File: config.mk
export PLATFORM = sky130hd
export DESIGN_NAME = led_pwm_fader
export DESIGN_NICKNAME = d
export VERILOG_FILES = /design/src/rtl/led_pwm_fader.sv
export SDC_FILE = /design/constraint.sdc
export NUM_CORES = 1
export LEC_CHECK = 0
export CAP_MARGIN = 20
export CORE_MARGIN = 5
export CORE_UTILIZATION = 28
export DETAILED_ROUTE_END_ITERATION = 7
export PLACE_DENSITY = 0.49
export SLEW_MARGIN = 20
export SYNTH_ARGS = -nofsm -noshare
export SYNTH_HDL_FRONTEND = slang
export SYNTH_SLANG_ARGS = --single-unit
export TNS_END_PERCENT = 100
File: constraint.sdc
create_clock -name clk -period 2.6 [get_ports clk]
set_clock_uncertainty 0.15 [all_clocks]
set_input_delay 0.39 -clock clk [delete_from_list [all_inputs] [get_ports clk]]
set_output_delay 0.39 -clock clk [all_outputs]
set_load 0.05 [all_outputs]
File: src/rtl/led_pwm_fader.sv
// led_pwm_fader: breathing-LED PWM fader that ramps duty up, holds, ramps down, holds, and repeats.
// Ports:
//   clk          - single clock, all state on its rising edge
//   rst          - asynchronous active-high reset
//   currentCount - free-running count from the upstream counter (PWM compare + tick source)
//   ena          - run enable; low freezes the fade and silences the LED
//   pwm_out      - registered PWM drive for the LED
//   duty         - current duty register
//   phase        - fade state: 0=RISE, 1=HOLD_HI, 2=FALL, 3=HOLD_LO
//   cycle_done   - one-clock pulse when a full fade cycle completes
// Build option: define LED_FADER_GAMMA_EN to drive the PWM compare with (duty*duty)>>8.
module led_pwm_fader #(
    parameter int STEP       = 1,
    parameter int HOLD_TICKS = 16,
    parameter int TICK_BIT   = 7
) (
    input  logic        clk,
    input  logic        rst,
    input  logic [15:0] currentCount,
    input  logic        ena,
    output logic        pwm_out,
    output logic [7:0]  duty,
    output logic [1:0]  phase,
    output logic        cycle_done
);
    typedef enum logic [1:0] {RISE = 2'd0, HOLD_HI = 2'd1, FALL = 2'd2, HOLD_LO = 2'd3} phase_e;
    localparam logic [8:0] STEP9    = 9'(STEP);
    // HOLD_TICKS==0 collapses to "leave on the first tick", same as a limit of 0
    localparam logic [7:0] HOLD_MAX = 8'((HOLD_TICKS == 0) ? 0 : HOLD_TICKS - 1);
    phase_e     state_q, state_d;
    logic [7:0] duty_q, duty_d, hold_q, hold_d, eff_duty;
    logic       prev_q, pwm_q, done_q, done_d, tick, hold_end;
    logic [8:0] sum;
    // only the tick bit and the low byte matter; the rest is deliberately ignored
    logic       unused_cc;
    assign unused_cc = ^currentCount;
    assign tick      = currentCount[TICK_BIT] & ~prev_q & ena;
    assign sum       = {1'b0, duty_q} + STEP9;
    assign hold_end  = hold_q >= HOLD_MAX;
`ifdef LED_FADER_GAMMA_EN
    logic [15:0] sq;
    assign sq       = {8'd0, duty_q} * {8'd0, duty_q};
    assign eff_duty = sq[15:8];
`else
    assign eff_duty = duty_q;
`endif
    always_comb begin
        state_d = state_q;
        duty_d  = duty_q;
        hold_d  = hold_q;
        done_d  = 1'b0;
        if (tick) begin
            case (state_q)
                RISE: begin
                    duty_d = (sum >= 9'd255) ? 8'hFF : sum[7:0];
                    hold_d = (sum >= 9'd255) ? 8'd0 : hold_q;
                    state_d = (sum >= 9'd255) ? HOLD_HI : RISE;
                end
                HOLD_HI: begin
                    hold_d  = hold_end ? 8'd0 : hold_q + 8'd1;
                    state_d = hold_end ? FALL : HOLD_HI;
                end
                FALL: begin
                    duty_d  = ({1'b0, duty_q} <= STEP9) ? 8'd0 : duty_q - STEP9[7:0];
                    hold_d  = ({1'b0, duty_q} <= STEP9) ? 8'd0 : hold_q;
                    state_d = ({1'b0, duty_q} <= STEP9) ? HOLD_LO : FALL;
                end
                HOLD_LO: begin
                    hold_d  = hold_end ? 8'd0 : hold_q + 8'd1;
                    state_d = hold_end ? RISE : HOLD_LO;
                    done_d  = hold_end;
                end
                default: ;
            endcase
        end
    end
    always_ff @(posedge clk or posedge rst) begin
        if (rst) begin
            state_q <= RISE;
            duty_q  <= 8'd0;
            hold_q  <= 8'd0;
            prev_q  <= 1'b0;
            pwm_q   <= 1'b0;
            done_q  <= 1'b0;
        end else begin
            state_q <= state_d;
            duty_q  <= duty_d;
            hold_q  <= hold_d;
            prev_q  <= currentCount[TICK_BIT];
            pwm_q   <= ena & (currentCount[7:0] < eff_duty);
            done_q  <= done_d;
        end
    end
    assign pwm_out    = pwm_q;
    assign duty       = duty_q;
    assign phase      = state_q;
    assign cycle_done = done_q;
endmodule

-- Word-level counts from Yosys, hierarchy flattened
Index checks and enable logic that the tools add are counted.
- $add $sub $neg: 3
- $mul: 0
- div/mod/pow operators: 0
- magnitude comparators: 4
- equality and inequality tests: 5
- shift operators: 0
- multiplexer cells: 14
- bitwise gates (word level): 4
- reductions and logical operators: 5
- operator list (operator ; count):
    8-bit two-way mux ; 5
    8-bit case mux with 3 select lines ; 1
    8-bit case mux with 2 select lines ; 1
    8-bit by 1-bit adder with 9-bit output, second input constant ; 1
    9-bit by 8-bit >= comparator with 1-bit output, second input constant ; 1
    8-bit by 1-bit adder with 8-bit output, second input constant ; 1
    8-bit by 4-bit >= comparator with 1-bit output, second input constant ; 1
    8-bit by 1-bit <= comparator with 1-bit output, second input constant ; 1
    8-bit less-than comparator ; 1
    2-bit case mux with 4 select lines ; 1
    8-bit by 1-bit subtractor with 8-bit output, second input constant ; 1
    2-bit == test, second input constant ; 2
    1-bit two-way mux ; 4
    2-bit two-way mux ; 2
    2-bit != test, second input constant ; 2
    1-bit bitwise AND ; 3
    3-bit AND reduction ; 1
    2-bit by 1-bit == test with 1-bit output, second input constant ; 1
    2-bit logical NOT ; 1
    2-bit AND reduction ; 1
    2-bit nonzero test ; 1
    2-bit OR reduction ; 1
    1-bit NOT ; 1
- bits in registers: 21
- latch bits: 0
- bits in writable memories: 0
- bits in read-only memories: 0
- output and inout port bits: 12
- logic and storage cells: 41
- memories kept: 0

-- Logic depth before layout (Yosys ltp)
Gate-level depths: netlist (run 1).
- depth after elaboration: 4
- gate-level depth with buffers: 8
- mapped depth without buffers: 7

-- Least setup slack after synthesis (run 1)
Ideal clock, no wire load.
- kind: register to register
- start point: register duty_q[0], in the netlist duty[0]
- end point: register hold_q[1]
- data arrival time: 2403 ps
- data required time: 2324 ps
- path slack: -79 ps
- cell stages (with the launch flop): 7
- path through: dfrtp_1 ha_1 nand4_1 o221a_1 o41a_1 and2_4 a221o_1
- longest elaborated chain between the ends: 4
- elaborated cells between the ends (all ways): 6
- classes of those cells: 1 x add/sub; 2 x order compare; 2 x eq/ne; 1 x reduce/logical
- RTL lines (element ; line ; source):
    from (decl) ; 31 ; logic [7:0] duty_q, duty_d, hold_q, hold_d, eff_duty;
    from (signal assigned) ; 87 ; duty_q <= duty_d;
    8-bit by 1-bit adder with 9-bit output ; 38 ; assign sum = {1'b0, duty_q} + STEP9;
    9-bit by 8-bit >= comparator with 1-bit output ; 56 ; hold_d = (sum >= 9'd255) ? 8'd0 : hold_q;
    2-bit != test (no line) ; - ;
    3-bit AND reduction (no line) * ; - ;
    to (signal assigned) ; 88 ; hold_q <= hold_d;
    to (decl) ; 31 ;
Every way passes the cells marked *; elsewhere a longest branch is shown, timed or not.
A chain may end at the register's enable or synchronous reset.

-- Worst setup path after layout (run 1)
Same ends and word-level chain as after synthesis.

==> results of run 1 <==
-- cells by family (layout without fill, tap and decap cells) --
| kind of cell | count (synthesis) | in the layout | synth area share [%] |
|---|---|---|---|
| muxes | 3 | 3 | 2.10 |
| and+or+nand+nor | 68 | 68 | 23.4 |
| buffers and inverters | 17 | 44 | 4.96 |
| xor gates and xnor gates | 2 | 2 | 1.18 |
| adders and majority gates | 12 | 12 | 10.1 |
| DFF | 21 | 21 | 35.3 |
| AOI/OAI and AO/OA | 48 | 48 | 22.9 |
-- flip-flops by register name, summed over array words and instances (netlist names) --
register	flops
cycle_done	1
pwm_out	1
prev_q	1
duty	8
phase	2
hold_q	8
-- area by class of cell --
cell class | instances | area [µm²]
repair buffers | 30 | 280
fillers | 579 | 3270
flip-flops and latches | 21 | 531
multi-input cells | 133 | 890
well taps | 70 | 87.6
clock buffers | 4 | 45.0
inverters | 10 | 37.5
-- through the flow --
stage          instance area, µm²  total power [mW]  util (%)  hold WS, ps  worst slack (ps)
2_1_floorplan                1490              1.10         -          216              83.6
3_3_place_gp                 1830              1.38      35.5          310               221
3_5_place_dp                 1830              1.39      35.5          314               198
4_1_cts                      1870              1.61      36.4          249               189
5_1_grt                      1870              1.73      36.4          267              38.5
6_report                     1870              1.60      36.4          233               197
-- how the worst max path moves through the flow --
stage / startpoint / endpoint / slack [ps]
after floorplan: duty[6]$_DFFE_PP0P_ / hold_q[1]$_DFFE_PP0P_ / 80
after global placement: duty[0]$_DFFE_PP0P_ / hold_q[1]$_DFFE_PP0P_ / 220
after detailed placement: duty[0]$_DFFE_PP0P_ / hold_q[1]$_DFFE_PP0P_ / 200
after CTS: duty[0]$_DFFE_PP0P_ / hold_q[1]$_DFFE_PP0P_ / 190
after global routing: duty[0]$_DFFE_PP0P_ / hold_q[1]$_DFFE_PP0P_ / 40
final: duty[0]$_DFFE_PP0P_ / hold_q[1]$_DFFE_PP0P_ / 200
-- Yosys cell counts, types with 2 or more instances --
master / number / area, µm²
dfrtp_1: 21 / 526
nand2_1: 15 / 56.3
ha_1: 12 / 150
nor2_1: 11 / 41.3
inv_1: 10 / 37.5
o21ai_0: 10 / 50.1
a21oi_1: 8 / 40.0
nand3_1: 8 / 40.0
nor3_1: 8 / 40.0
and2_1: 7 / 43.8
a31oi_1: 5 / 31.3
a221o_1: 4 / 40.0
nand2b_1: 4 / 25.0
a21o_1: 3 / 22.5
clkbuf_1: 3 / 11.3
a211o_1: 2 / 17.5
a211oi_1: 2 / 15.0
buf_2: 2 / 10.0
buf_4: 2 / 15.0
mux2i_1: 2 / 20.0
nand4_1: 2 / 12.5
o211ai_1: 2 / 15.0
o22ai_1: 2 / 12.5
or2_2: 2 / 12.5
or3_1: 2 / 12.5
or4_1: 2 / 15.0
-- critical path, delay by kind of cell (launching register included) --
family	cells	cell delay (ps)
AO/OA/AOI/OAI	4	1110
flip-flops	1	480
AND/OR/NAND/NOR	2	260
adder cells (fa/ha/maj)	1	300
-- per-layer routing --
| layer | track usage, % | share of wire [%] | vias up |
|---|---|---|---|
| met5 | 0 | 0 | - |
| met4 | 2.67 | 0.74 | 0 |
| met3 | 3.37 | 4.2 | 4 |
| met2 | 18.6 | 46 | 33 |
| met1 | 15.3 | 49 | 635 |
| li1 | - | - | 686 |
-- power by group through the flow --
| stage | registers (mW) | logic, mW | clock network [mW] |
|---|---|---|---|
| 2_1_floorplan | 0.623 | 0.481 | 0 |
| 3_3_place_gp | 0.493 | 0.890 | 0 |
| 3_5_place_dp | 0.496 | 0.897 | 0 |
| 4_1_cts | 0.490 | 0.903 | 0.220 |
| 5_1_grt | 0.504 | 0.990 | 0.236 |
| 6_report | 0.489 | 0.902 | 0.213 |
==> metrics, run 1 <==
run status completed; commonest non-fill, non-tap cells in the layout clkdlybuf4s50_1 (22), dfrtp_1 (17), nand2_1 (15); Max Fanout on Critical Path 9; FF-to-FF End hold_q[1]$_DFFE_PP0P_; required time of the critical path approximately 2600 ps; Non-Filler Instances approximately 270; Placeable Area about 0.0051 mm²; gr usage total a little under an eighth; setup TNS 0 ps; # Max-Cap Violations 0; flop2flop setup slack between 150 and 200 ps; Reg2Reg Depth 7; PwrDens roughly 860 mW/mm²; combinational share of power between 50% and 60%; switching share of power between 40% and 50%; final setup violation count 0; number of synthesized flops with an enable pin 0; Starting DRT DRC Count 120; clock slew at reported path FFs around 80 ps; Switch Pwr between 700 and 800 µW; FMAX ~0.42 GHz; crit end category flip-flop; Cell Int Power approximately 860 µW; WP data arrival approximately 2400 ps; DRC 0; Worst-Margin Slew roughly 510 ps; Max VDD drop around 0.27 mV; post-synthesis cell area 0.00149 mm²; vias around 1400; vias per cell 5.07; drt pass-1 iters 4; fin. max-slew vios 0; final hold violations 0; layout cells sized above 1 around 12%; Area growth, synth to finish 25.6%; unrepaired setup endpoints after global routing false; clock power share between 10% and 20%; Diodes inserted 0; chip height a little over 80 µm; sequential area share after synthesis between 30% and 40%; global route overflow 0; Longest Clk Path Bufs 2; post-route ant nets 0; Yosys Warn Count 0; final WL approximately 3900 µm; CP max stage delay roughly 480 ps; vias in the first global route approximately 1400; Post-Syn Nets approximately 200; crit path launch type flip-flop; Placed Instances approximately 260; hold_buf cts 0; headroom to the max-slew limit between 60% and 70%; CTS tree done; Synth Instances around 170; FF-to-FF Start duty[0]$_DFFE_PP0P_; FFs w/ async S/R, synth between 90% and 100%; Initial Utilization between 20% and 30%; first-pass GRT wire length 6640 µm; crit path max-delay cell type dfrtp_2; root buffer cell clkbuf_8; P_leak 0.751 nW; cells along the critical path ha_1 -> a21oi_1 -> nor2_1 -> o221a_1 -> o41a_1 -> and2_4 -> a221o_1; I/O pins 31; largest net degree at the start of global routing 14; DR WL/cell approximately 15 µm; ys flop type dfrtp_1; HPWL after detailed placement between 3000 and 4000 µm; Avg Cell Area, Syn approximately 8.7 µm²; synth unique cells 46; worst setup path class reg -> reg; initial antenna violation count 0; Nets 230; Tcrit/Tclk final a little over 90%; part of the power in registers between 30% and 40%; Hold Path Class in -> async; Seq cells post-synth 21; Die W 82.9 µm; Post-CTS Setup Bufs 0; gp weighted congestion about 0.87; commonest non-fill, non-tap cell in the layout clkdlybuf4s50_1; H-tree lvl count 1; clk_lat worst skew between 200 and 300 ps; Resize count post-CTS 0; min Tclk post-route around 2400 ps; clock sink count 21; DIE AREA approximately 0.0069 mm²; row cnt 26; IO Port Bufs 22; Num CTS Buffers 3
Power figures use the tool's default switching activity.
==> inputs of run 2 (changes only) <==
--- a/config.mk
+++ b/config.mk
@@ -7,9 +7,9 @@
 export LEC_CHECK = 0
 export CAP_MARGIN = 20
 export CORE_MARGIN = 5
-export CORE_UTILIZATION = 28
+export CORE_UTILIZATION = 45
 export DETAILED_ROUTE_END_ITERATION = 7
-export PLACE_DENSITY = 0.49
+export PLACE_DENSITY = 0.72
 export SLEW_MARGIN = 20
 export SYNTH_ARGS = -nofsm -noshare
 export SYNTH_HDL_FRONTEND = slang
==> metrics, run 2 (synthesized netlist as in run 1, its figures left out) <==
vias in the first global route 1312 (was 1397); fill count 288 (was 579); Initial Utilization 48.0% (was 29.0%); post-route ant nets 0 (unchanged); crit path launch type flip-flop (unchanged); IO Port Bufs 22 (unchanged); clock slew at reported path FFs 120 ps (was 80 ps); gr usage total 16.7% (was 11.6%); Longest Clk Path Bufs 2 (unchanged); Post-CTS Setup Bufs 0 (unchanged); final WL 3560 µm (was 3910 µm); gp weighted congestion 0.873 (was 0.867); Placeable Area 0.00310 mm² (was 0.00514 mm²); min Tclk post-route 2450 ps (was 2400 ps); commonest non-fill, non-tap cells in the layout clkdlybuf4s50_1 (22), dfrtp_1 (17), nand2_1 (15) (unchanged); initial antenna violation count 0 (unchanged); layout cells sized above 1 11.2% (was 11.6%); setup TNS 0 ps (unchanged); HPWL after detailed placement 2760 µm (was 3070 µm); P_leak 0.737 nW (was 0.751 nW); Nets 228 (was 230); drt pass-1 iters 4 (unchanged); Num CTS Buffers 3 (unchanged); unrepaired setup endpoints after global routing false (unchanged); Non-Filler Instances 240 (was 268); Hold Path Class in -> async (unchanged); largest net degree at the start of global routing 22 (was 14); FMAX 0.408 GHz (was 0.416 GHz); commonest non-fill, non-tap cell in the layout clkdlybuf4s50_1 (unchanged); vias 1403 (was 1358); final setup violation count 0 (unchanged); vias per cell 5.85 (was 5.07); Starting DRT DRC Count 100 (was 120); CP max stage delay 500 ps (was 480 ps); CTS tree done (unchanged); row cnt 20 (was 26); chip height 67.5 µm (was 82.9 µm); DR WL/cell 14.9 µm (was 14.6 µm); H-tree lvl count 1 (unchanged); Die W 67.5 µm (was 82.9 µm); Resize count post-CTS 0 (unchanged); Area growth, synth to finish 21.3% (was 25.6%); clk_lat worst skew 300 ps (was 260 ps); crit path max-delay cell type dfrtp_2 (unchanged); Max VDD drop 0.385 mV (was 0.273 mV); Worst-Margin Slew 498 ps (was 506 ps); DIE AREA 0.00456 mm² (was 0.00688 mm²); clock sink count 21 (unchanged); PwrDens 837 mW/mm² (was 858 mW/mm²); # Max-Cap Violations 0 (unchanged); cell family with most CP delay compound AO/OA/AOI/OAI gates (unchanged); run status completed (unchanged); Finished Core Util 58.2% (was 36.4%); fin. max-slew vios 0 (unchanged); I/O pins 31 (unchanged); Max Fanout on Critical Path 9 (unchanged); WP data arrival 2500 ps (was 2400 ps); final hold violations 0 (unchanged); first-pass GRT wire length 5920 µm (was 6640 µm); Tcrit/Tclk final 94.2% (was 92.4%); headroom to the max-slew limit 66.7% (was 66.2%); hold_buf cts 0 (unchanged); DRC 0 (unchanged); crit path buf inv count 0 (unchanged); cells along the critical path ha_1 -> a21oi_1 -> nor2_1 -> o221a_1 -> o41a_1 -> and2_4 -> a221o_1 (unchanged); crit end category flip-flop (unchanged); global route overflow 0 (unchanged); Placed Instances 236 (was 264); required time of the critical path 2650 ps (was 2600 ps); root buffer cell clkbuf_4 (was clkbuf_8); worst setup path class reg -> reg (unchanged); Diodes inserted 0 (unchanged)
==> run 2: layout make-up <==
cell class                 count  area (µm²)  area share, %
multi-input combinational    133         890           49.3
sequential                    21         531           29.4
timing repair buffer          28         265           14.7
tap                           44        55.1           3.05
inverter                      10        37.5           2.08
clock buffer                   3        22.5           1.25
clock inverter                 1        5.00          0.277
==> run 2: path summary, 6_finish.rpt <==
path / startpoint / slack (ps) / cells past startpoint / end
max: duty[0]$_DFFE_PP0P_ / 150 / 7 / hold_q[1]$_DFFE_PP0P_
min: rst / 250 / 3 / duty[0]$_DFFE_PP0P_
max reg2reg: duty[0]$_DFFE_PP0P_ / 150 / 7 / hold_q[1]$_DFFE_PP0P_
min reg2reg: hold_q[5]$_DFFE_PP0P_ / 350 / 1 / hold_q[5]$_DFFE_PP0P_
max in group asynchronous: rst / 1810 / 3 / duty[4]$_DFFE_PP0P_
min in group clk: hold_q[5]$_DFFE_PP0P_ / 350 / 1 / hold_q[5]$_DFFE_PP0P_
==> run 2: power by group <==
group          total (mW)  leakage, nW  switching, mW  internal [mW]
Combinational       0.857        0.462          0.520          0.337
Clock               0.159       0.0177          0.102         0.0574
Sequential          0.495        0.257          0.103          0.391
Total                1.51        0.737          0.725          0.786
==> run 2: worst min-delay path: cells and delay by family <==
family                 cells  cell delay [ps]
buffers and inverters      3              720
==> run 2: stage by stage <==
stage | hold slack [ps] | cell area [µm²] | power, mW | worst slack, ps
after floorplan | 216 | 1490 | 1.10 | 83.6
after global placement | 311 | 1780 | 1.33 | 221
after detailed placement | 318 | 1780 | 1.36 | 182
after CTS | 249 | 1810 | 1.52 | 159
after global routing | 269 | 1810 | 1.63 | 53.0
final | 253 | 1810 | 1.51 | 151
==> run 2: metal layers <==
metal	global-route usage, %	up-vias	wire length (µm)
li1	-	679	-
met1	21.4	674	1550
met2	29.9	48	1810
met3	1.50	2	186
met4	4.30	0	15
met5	0	-	0
==> patch, RTL diff (settings of run 1) <==
Register the input `currentCount` before use, without a reset. The logic sees it one clock later. The other inputs are not delayed to match.
--- a/src/rtl/led_pwm_fader.sv
+++ b/src/rtl/led_pwm_fader.sv
@@ -28,4 +28,11 @@
     // HOLD_TICKS==0 collapses to "leave on the first tick", same as a limit of 0
     localparam logic [7:0] HOLD_MAX = 8'((HOLD_TICKS == 0) ? 0 : HOLD_TICKS - 1);
+
+    logic [15:0] currentCount_q;
+
+    always_ff @(posedge clk) begin
+        currentCount_q <= currentCount;
+    end
+
     phase_e     state_q, state_d;
     logic [7:0] duty_q, duty_d, hold_q, hold_d, eff_duty;
@@ -34,6 +41,6 @@
     // only the tick bit and the low byte matter; the rest is deliberately ignored
     logic       unused_cc;
-    assign unused_cc = ^currentCount;
-    assign tick      = currentCount[TICK_BIT] & ~prev_q & ena;
+    assign unused_cc = ^currentCount_q;
+    assign tick      = currentCount_q[TICK_BIT] & ~prev_q & ena;
     assign sum       = {1'b0, duty_q} + STEP9;
     assign hold_end  = hold_q >= HOLD_MAX;
@@ -87,6 +94,6 @@
             duty_q  <= duty_d;
             hold_q  <= hold_d;
-            prev_q  <= currentCount[TICK_BIT];
-            pwm_q   <= ena & (currentCount[7:0] < eff_duty);
+            prev_q  <= currentCount_q[TICK_BIT];
+            pwm_q   <= ena & (currentCount_q[7:0] < eff_duty);
             done_q  <= done_d;
         end
Formal check against the unedited RTL: not equivalent (a bounded check fails within 4 cycles, from zero or initial values and one cycle with rst high).
==> patch against run 1 <==
  * Sequential cell count increased by 8
  * Critical endpoint unchanged
  * Fmax up 1.8%
  * Area after synthesis increased by 12%
  * Total power down 7.2%
  * Routed wire length grew 2.1%
  * Final area grew 15%
  * Global-route usage up 0.19 points
  * Worst setup slack better by 41 ps
==> patch: results (changes against run 1) <==
* Register area share after synthesis at 0.410 (+0.0575)
* Crit. Startpoint: duty[1]$_DFFE_PP0P_
* Most frequent cells after synthesis: 21 x dfrtp_1, 15 x o21ai_0, 12 x a21oi_1, 12 x ha_1, 12 x inv_1
* Setup CP Type: flop to flop
* TritonRoute pass-1 iters at 4 (unchanged)
* Min Tclk post-route at 2360 ps (-41.4 ps)
* Layout cells sized above 1 at 0.173 (+0.0567)
* Worst-Skew Late Latency at 280 ps (+20 ps)
* P_seq at 529 uW (+8.2%)
* DP Area at 2040 sq um (+12%)
* Synth Area in XOR/XNOR at 0.0202 (+0.00846)
* Adder-Cell Fraction of Synth Area at 0.0899 (-0.0110)
* Met3 usage at 0.0208 (-0.0128)
* Synth Area in Compound Gates at 0.197 (-0.0324)
* DP Cell Count at 281 (+6.4%)
* Worst path slowest cell: or3_4
* Synth unique cells at 52 (+13%)
* Outcome: completed
* Met2 GRT Util at 0.179 (-0.00643)
* Pleak at 0.000936 uW (+25%)
* Mux cell area share after synthesis at 0.0277 (+0.00671)
* Htree depth at 2 (+1)
* Largest net degree at the start of global routing at 12 (-2)
* Worst hold path class: flop to flop
* Crit path largest cell delay at 450 ps (-30 ps)
* Total combinational power at 474 uW (-47%)
* WL met1 at 1.97 mm (+4.1%)
* Place WS at 137 ps (-61.0 ps)
* Crit-path leading delay family: simple AND/OR/NAND/NOR gates
* FF-to-FF setup slack at 240 ps (+40 ps)
* Drt wl/cell at 13.8 um (-5.3%)
* Vias in the first global route at 1478 (+5.8%)
* Data arrival time of the worst path at 2380 ps (-20 ps)
* GRT met1 Usage at 0.157 (+0.00441)
* Total internal power at 990 uW (+16%)
* Ys async rst share at 0.724 (-0.276)
* Cells after synthesis at 178 (+4.1%)
* Metal3 WL at 203 um (+22%)
* Fillers at 577 (-0.35%)
* Starting DRT DRC Count at 75 (-38%)
* GPL Wtd Cong at 0.784 (-9.6%)
* Global-route wire length before repair at 6.96 mm (+4.8%)
* Post-Syn Nets at 209 (+3.5%)
* VDD IR-drop max at 248 uV (-8.9%)
* Vias/cell at 4.97 (-2.0%)
* CTS Buf Count at 5 (+2)
* Tot GR Track Use at 0.118 (+0.00185)
* Combinational power share at 0.318 (-0.244)
* Post-DP HPWL at 3.08 mm (+0.20%)
* Final hold slack at 247 ps (+14.4 ps)
* Worst reg2reg endpoint: hold_q[1]$_DFFE_PP0P_
* # nets final at 244 (+6.1%)
* Non-filler instance count after layout at 289 (+7.8%)
* Met2 WL at 1.74 mm (-4.5%)
-- patch: changes by cell type after synthesis, sizes merged, moves of 4 or more --
cell / before / now
a21oi: 8 / 12
a221o: 4 / 0
dfxtp: 0 / 8
nand2: 16 / 8
o21ai: 10 / 15
-- patch: area by class of cell --
| class | count | area (sq um) | share of cell area |
|---|---|---|---|
| clock inverter | 1 | 30.0 | 0.0139 |
| timing repair buffer | 35 | 318 | 0.147 |
| clock buffer | 7 | 86.3 | 0.0400 |
| multi-input combinational | 130 | 896 | 0.415 |
| inverter | 12 | 45.0 | 0.0209 |
| sequential | 29 | 688 | 0.319 |
| tap | 75 | 93.8 | 0.0435 |
-- patch: worst reg2reg max path: stages (launching register included) --
cell,delay [ps]
dfrtp_2,420
inv_1,70
ha_1,310
nor2b_1,140
o2111ai_1,130
o211a_1,280
or3_4,450
mux2_4,310
